==> src/rtl/pipe_hazard_ctrl_pkg.sv <==
`default_nettype none
// ============================================================================
// Module   : pipe_hazard_ctrl_pkg
// Brief    : Shared types and constants for the pipeline hazard controller.
// Revision : 1.0 - initial release
// ============================================================================
package pipe_hazard_ctrl_pkg;

   typedef enum logic [1:0] {
      RUN        = 2'd0,
      MDU_WAIT   = 2'd1,
      REDIR_PEND = 2'd2
   } ctrl_state_t;

   typedef struct packed {
      logic en;
      logic flush;
   } stage_ctrl_t;

   typedef struct packed {
      logic        pc_en;
      stage_ctrl_t fd;
      stage_ctrl_t de;
      stage_ctrl_t em;
      stage_ctrl_t mw;
   } pipe_ctrl_t;

   localparam int REG_ZERO = 0;

   // A flushed stage loads zeros whatever its enable; BUBBLE keeps the slot moving.
   localparam stage_ctrl_t STAGE_HOLD   = '{en: 1'b0, flush: 1'b0};
   localparam stage_ctrl_t STAGE_ADV    = '{en: 1'b1, flush: 1'b0};
   localparam stage_ctrl_t STAGE_BUBBLE = '{en: 1'b1, flush: 1'b1};
   localparam stage_ctrl_t STAGE_CLEAR  = '{en: 1'b0, flush: 1'b1};

endpackage
`default_nettype wire

==> src/rtl/pipe_hazard_ctrl_hazard_detect.sv <==
`default_nettype none
// ============================================================================
// Module   : hazard_detect
// Brief    : Combinational load-use comparator between decode sources and EX load.
// Revision : 1.0 - initial release
// ============================================================================
module hazard_detect
   import pipe_hazard_ctrl_pkg::*;
#(
   parameter int REG_W = 5
) (
   input  logic [REG_W-1:0] rs1,
   input  logic [REG_W-1:0] rs2,
   input  logic [REG_W-1:0] rd,
   input  logic             is_load,
   output logic             load_use
);

   assign load_use = is_load && (rd != REG_W'(REG_ZERO)) && ((rd == rs1) || (rd == rs2));

endmodule
`default_nettype wire

==> src/rtl/pipe_hazard_ctrl.sv <==
`default_nettype none
// ============================================================================
// Module   : pipe_hazard_ctrl
// Brief    : Enable/flush sequencing of PC and F/D, D/E, E/M, M/W registers.
//            Optional perf counters: define PIPE_HAZARD_PERF_EN.
// Revision : 1.0 - initial release
// ============================================================================
module pipe_hazard_ctrl
   import pipe_hazard_ctrl_pkg::*;
#(
   parameter int XLEN        = 64,
   parameter int REG_W       = 5,
   parameter int MDU_TIMEOUT = 64
) (
   input  logic             clk,
   input  logic             reset,
   input  logic             i_stall,
   input  logic             d_stall,
   input  logic             mdu_start,
   input  logic             mdu_done,
   input  logic [REG_W-1:0] id_rs1,
   input  logic [REG_W-1:0] id_rs2,
   input  logic [REG_W-1:0] ex_rd,
   input  logic             ex_is_load,
   input  logic             ex_mispredict,
   input  logic [XLEN-1:0]  ex_target,
   output logic             pc_en,
   output logic             fd_en,
   output logic             fd_flush,
   output logic             de_en,
   output logic             de_flush,
   output logic             em_en,
   output logic             em_flush,
   output logic             mw_en,
   output logic             mw_flush,
   output logic             redirect_valid,
   output logic [XLEN-1:0]  redirect_pc,
   output logic             mdu_timeout
`ifdef PIPE_HAZARD_PERF_EN
   ,
   output logic [31:0]      perf_lu,
   output logic [31:0]      perf_mdu,
   output logic [31:0]      perf_flush
`endif
);

   ctrl_state_t     state;
   ctrl_state_t     state_next;
   logic [XLEN-1:0] pend_pc;
   logic [XLEN-1:0] pend_pc_next;
   logic            load_use;
   logic            mdu_busy;
   pipe_ctrl_t      ctrl;

   hazard_detect #(
      .REG_W (REG_W)
   ) u_hazard_detect (
      .rs1      (id_rs1),
      .rs2      (id_rs2),
      .rd       (ex_rd),
      .is_load  (ex_is_load),
      .load_use (load_use)
   );

   assign mdu_busy = (state == MDU_WAIT) && !mdu_done;

   always_comb begin
      ctrl           = '{pc_en: 1'b0, fd: STAGE_HOLD, de: STAGE_HOLD, em: STAGE_HOLD, mw: STAGE_HOLD};
      redirect_valid = 1'b0;
      redirect_pc    = (state == REDIR_PEND) ? pend_pc : ex_target;
      state_next     = state;
      pend_pc_next   = pend_pc;

      if (reset) begin
         ctrl = '{pc_en: 1'b0, fd: STAGE_CLEAR, de: STAGE_CLEAR, em: STAGE_CLEAR, mw: STAGE_CLEAR};
      end else if (d_stall) begin
         // mdu_done is a single pulse, so it must be consumed even while M is stalled.
         ctrl.mw = STAGE_BUBBLE;
         if (state == MDU_WAIT && mdu_done) begin
            state_next = RUN;
         end
      end else if (mdu_busy) begin
         ctrl.em = STAGE_CLEAR;
         ctrl.mw = STAGE_ADV;
      end else if (ex_mispredict) begin
         ctrl.fd     = STAGE_BUBBLE;
         ctrl.de     = STAGE_BUBBLE;
         ctrl.em     = STAGE_ADV;
         ctrl.mw     = STAGE_ADV;
         redirect_pc = ex_target;
         if (i_stall) begin
            pend_pc_next = ex_target;
            state_next   = REDIR_PEND;
         end else begin
            ctrl.pc_en     = 1'b1;
            redirect_valid = 1'b1;
            state_next     = RUN;
         end
      end else if (state == REDIR_PEND) begin
         // D holds a bubble from the mispredict flush, so load-use cannot arise here.
         ctrl.fd = STAGE_BUBBLE;
         ctrl.de = STAGE_ADV;
         ctrl.em = STAGE_ADV;
         ctrl.mw = STAGE_ADV;
         if (!i_stall) begin
            ctrl.pc_en     = 1'b1;
            redirect_valid = 1'b1;
            state_next     = RUN;
         end
      end else begin
         if (load_use) begin
            ctrl.de = STAGE_BUBBLE;
            ctrl.em = STAGE_ADV;
            ctrl.mw = STAGE_ADV;
         end else if (i_stall) begin
            ctrl.fd = STAGE_BUBBLE;
            ctrl.de = STAGE_ADV;
            ctrl.em = STAGE_ADV;
            ctrl.mw = STAGE_ADV;
         end else begin
            ctrl = '{pc_en: 1'b1, fd: STAGE_ADV, de: STAGE_ADV, em: STAGE_ADV, mw: STAGE_ADV};
         end
         state_next = (state == RUN && mdu_start) ? MDU_WAIT : RUN;
      end
   end

   assign pc_en    = ctrl.pc_en;
   assign fd_en    = ctrl.fd.en;
   assign fd_flush = ctrl.fd.flush;
   assign de_en    = ctrl.de.en;
   assign de_flush = ctrl.de.flush;
   assign em_en    = ctrl.em.en;
   assign em_flush = ctrl.em.flush;
   assign mw_en    = ctrl.mw.en;
   assign mw_flush = ctrl.mw.flush;

   always_ff @(posedge clk) begin
      if (reset) begin
         state   <= RUN;
         pend_pc <= '0;
      end else begin
         state   <= state_next;
         pend_pc <= pend_pc_next;
      end
   end

   generate
      if (MDU_TIMEOUT > 0) begin : g_timeout
         localparam int CNT_W = $clog2(MDU_TIMEOUT + 1);
         logic [CNT_W-1:0] busy_cnt;
         logic             tmo_flag;

         always_ff @(posedge clk) begin
            if (reset) begin
               busy_cnt <= '0;
               tmo_flag <= 1'b0;
            end else if (mdu_busy) begin
               if (busy_cnt != CNT_W'(MDU_TIMEOUT)) begin
                  busy_cnt <= busy_cnt + 1'b1;
               end
               if (busy_cnt == CNT_W'(MDU_TIMEOUT - 1)) begin
                  tmo_flag <= 1'b1;
               end
            end else begin
               busy_cnt <= '0;
            end
         end

         assign mdu_timeout = tmo_flag;
      end else begin : g_no_timeout
         assign mdu_timeout = 1'b0;
      end
   endgenerate

`ifdef PIPE_HAZARD_PERF_EN
   logic [31:0] lu_cnt;
   logic [31:0] mdu_cnt;
   logic [31:0] flush_cnt;

   // Only a load-use stall flushes D/E while leaving F/D intact; only MDU busy flushes E/M.
   always_ff @(posedge clk) begin
      if (reset) begin
         lu_cnt    <= '0;
         mdu_cnt   <= '0;
         flush_cnt <= '0;
      end else begin
         if (de_flush && !fd_flush && lu_cnt != 32'hFFFF_FFFF) begin
            lu_cnt <= lu_cnt + 32'd1;
         end
         if (em_flush && mdu_cnt != 32'hFFFF_FFFF) begin
            mdu_cnt <= mdu_cnt + 32'd1;
         end
         if ((fd_flush || de_flush || em_flush || mw_flush) && flush_cnt != 32'hFFFF_FFFF) begin
            flush_cnt <= flush_cnt + 32'd1;
         end
      end
   end

   assign perf_lu    = lu_cnt;
   assign perf_mdu   = mdu_cnt;
   assign perf_flush = flush_cnt;
`endif

endmodule
`default_nettype wire

==> config.mk <==
export PLATFORM = sky130hd
export DESIGN_NAME = pipe_hazard_ctrl
export DESIGN_NICKNAME = d
export VERILOG_FILES = /design/src/rtl/pipe_hazard_ctrl_pkg.sv /design/src/rtl/pipe_hazard_ctrl_hazard_detect.sv /design/src/rtl/pipe_hazard_ctrl.sv
export SDC_FILE = /design/constraint.sdc
export NUM_CORES = 1
export LEC_CHECK = 0
export ABC_AREA = 1
export CAP_MARGIN = 0
export CORE_MARGIN = 1
export CORE_UTILIZATION = 44
export DETAILED_ROUTE_END_ITERATION = 10
export GPL_TIMING_DRIVEN = 1
export PLACE_DENSITY = 0.81
export SYNTH_ARGS = -nofsm -noshare
export SYNTH_HDL_FRONTEND = slang
export SYNTH_SLANG_ARGS = --single-unit
export TNS_END_PERCENT = 100
==> constraint.sdc <==
create_clock -name clk -period 2.22 [get_ports clk]
set_input_delay 0.555 -clock clk [delete_from_list [all_inputs] [get_ports clk]]
set_output_delay 0.555 -clock clk [all_outputs]
set_load 0.05 [all_outputs]
==> flow_metrics.py <==
metrics = {
    "run_status": {
        "status": "finished, violations left",
        "violations": "design-rule violations, negative setup slack",
    },
    "layout": {
        "insertedDiodeCount": 0,
        "regArea_um2": 1480,
        "multi_input_area_um2": 2880,
        "area_growth_pct": 102,
        "fin_nets": 841,
        "fin_util": 0.926,
        "n_fill_cell": 299,
        "fin_cells": 863,
        "drive_gt1_frac": 0.419,
        "final_area_um2": 8150,
    },
    "placed_design": {
        "dp.cells": 823,
        "hpwlAfterDp_um": 8900,
        "portBuffers": 161,
        "place_ws_ns": -0.564,
        "dpl_cell_area_um2": 6530,
        "place_congestion": 0.832,
    },
    "logic_synthesis": {
        "synth_seq_cells": 74,
        "synth_top_family_by_area": "compound AO/OA/AOI/OAI gates",
        "synthArstFlopShare": 0,
        "syn-instance-count": 558,
        "synthMuxAreaShare": 0,
        "yosys_most_used_dff": "dfxtp_1",
        "syn-num-nets": 647,
        "ys_warn_count": 0,
        "synth_common_cells": "nand2_1, inv_1, dfxtp_1",
        "synth-seq-area-share": 0.366,
        "syn_avg_cell_area_um2": 7.25,
        "synth-edff-count": 0,
        "synth-simple-area-share": 0.146,
        "ys_top_cells_by_area": "dfxtp_1, o21ai_2, nand2_1",
        "synth.distinct_cells": 28,
        "yosysMostFrequentCell": "nand2_1",
        "yosys.area.top_type": "dfxtp_1",
        "synthesis.area_um2": 4040,
        "synth_xor_area_frac": 0.0108,
        "synth_compound_area_frac": 0.312,
        "post_synth_fa_ha_maj_area_fraction": 0.00619,
        "synth_top_area_frac": 0.366,
    },
    "global_route": {
        "overflow": 0,
        "grt_pass1_vias": 5262,
        "grt_pass1_wl_um": 27800,
        "grt_start_max_net_pins": 71,
        "antenna_found_initial": 0,
        "grt_use_total": 0.372,
    },
    "worst_setup_path": {
        "reg2reg_to": "pend_pc[22]",
        "crit_chain": "clkdlybuf4s15_1 -> inv_1 -> nand2_2 -> nand2_2 -> inv_2 -> nand2_4 -> o21ai_4 -> buf_6 -> buf_16 -> buf_12 -> buf_12 -> nand2_4 -> o21ai_4 -> buf_12",
        "crit_type": "in2out",
        "cp.required_ns": 1.66,
        "r2r-start": "state[0]",
        "slowest_stage": "clkdlybuf4s15_1",
        "arrival_ns": 2.11,
        "rrSetupSlack_ns": 0.31,
        "critPathLaunch": "mdu_done",
        "cp_max_fo": 6,
        "path_common_cell": "buf_12",
        "crit_buf_inv": 8,
        "end_kind": "output port",
        "crit_path_start_kind": "input pin",
        "reg2regPathDepth": 11,
        "path_delay_family": "buffers and inverters",
        "slowest_delay_ns": 0.19,
    },
    "routing": {
        "ant_nets": 0,
        "wl_per_cell_um": 22.1,
        "vias_per_cell": 5.79,
        "route.detailed.drc": 8,
        "wirelength_um": 19100,
        "first_pass_iters": 9,
        "first_iter_violations": 276,
        "vias": 4997,
    },
    "floorplanning": {
        "pin_count": 162,
        "die_area_um2": 9580,
        "rows": 34,
        "dieHeight_um": 97.9,
        "core-area_um2": 8810,
        "die_w_um": 97.9,
        "start_util": 0.459,
    },
    "timing": {
        "clock.fmax_mhz": 375,
        "rsz0062_at_grt": "true",
        "drv_slew": 0,
        "setup_viol": 67,
        "relSlewSlack": 0.644,
        "tightestPinTransition_ns": 0.532,
        "hold_viol": 0,
        "fin_crit_sh": 1.20,
        "holdWs_ns": 0.498,
        "setup_slack_ns": -0.448,
        "fin_crit_ns": 2.67,
        "fin_tns_setup_ns": -22.55,
        "clock_skew_ns": 0.0119,
    },
    "cts": {
        "cts_root_buf": "clkbuf_8",
        "cts_made_buffers": 9,
        "cts_num_sinks": 74,
        "clock_latency_ns": 0.34,
        "clockBufferDepth": 2,
        "cts_tree": "built",
        "path_clk_slew_ns": 0.08,
        "ctsHtreeMaxLevel": 3,
    },
    "hold_path": {
        "hold_class": "reg2reg",
        "min_path_cells": 2,
        "hold_end": "state[1]",
        "worst_hold_startpoint": "state[1]",
    },
    "pwr": {
        "irDropWorstVdd_mv": 0.377,
        "leakagePower_nw": 3.30,
        "power.density_nw_per_um2": 495,
        "p_total_mw": 4.04,
    },
    "flow_run": {
        "cap_violations": 0,
    },
}
[routing by layer]
| layer | vias to the layer above | global-route usage | share of wire |
|---|---|---|---|
| met5 | - | 0 | 0 |
| met4 | 0 | 0.178 | 0.058 |
| met3 | 98 | 0.0537 | 0.063 |
| met2 | 318 | 0.727 | 0.54 |
| li1 | 2182 | - | - |
| met1 | 2399 | 0.385 | 0.34 |
[layout make-up]
class | count | area share
timing repair buffer | 219 | 0.386
clock inverter | 3 | 0.00215
sequential | 74 | 0.182
inverter | 93 | 0.0428
tap | 108 | 0.0166
multi-input combinational | 355 | 0.353
clock buffer | 11 | 0.0173
[state kept, by name, indices dropped and copies added (netlist names)]
register,cells
mdu_timeout,1
g_timeout.busy_cnt,7
pend_pc,64
state,2
[where the power goes]
group / internal [mW] / switching, mW
Clock: 0.421 / 0.498
Sequential: 1.39 / 0.0245
Combinational: 0.764 / 0.941
Total: 2.58 / 1.46
[cell usage in the layout (no fill, tap or decap), types with 31 or more instances in the layout]
cell	n
a21oi_1	70
clkdlybuf4s50_1	66
nand2_4	58
o21ai_4	61
buf_12	87
dfxtp_1	72
o21ai_0	31
inv_1	80
o21ai_1	37
nand2_1	43
[worst max path at each step]
stage / end / depth (start not counted)
after floorplan: redirect_pc[10] / 9
after global placement: redirect_pc[45] / 12
after detailed placement: redirect_pc[48] / 12
after CTS: redirect_pc[30] / 14
after global routing: redirect_pc[30] / 14
final: redirect_pc[30] / 14
[cell families (layout without fill, tap and decap cells)]
group | Yosys count | in the layout
flops | 74 | 74
compound gates | 204 | 204
simple gates | 144 | 144
fa+ha+maj | 2 | 2
xor+xnor | 5 | 5
buf+inv | 129 | 326
[worst reg2reg max path, cell delays in order, from the launching register on]
cell and delay, ns:
dfxtp_2 0.34, inv_2 0.08, nor2_4 0.04, nand2_2 0.07, nand2_2 0.06, inv_2 0.08
buf_4 0.11, buf_4 0.12, nand3_4 0.21, buf_4 0.27, o21ai_0 0.30, a21oi_1 0.11
[timing repair]
item / in CTS / in global routing
endpoints found under the setup margin: 74 / 72
setup buffers: 16 / 6
pin swaps: 35 / 25
gates cloned: 13 / 0
hold buffers: 0 / 0
resized for setup: 279 / 55
(Power assumes the default switching activity.)
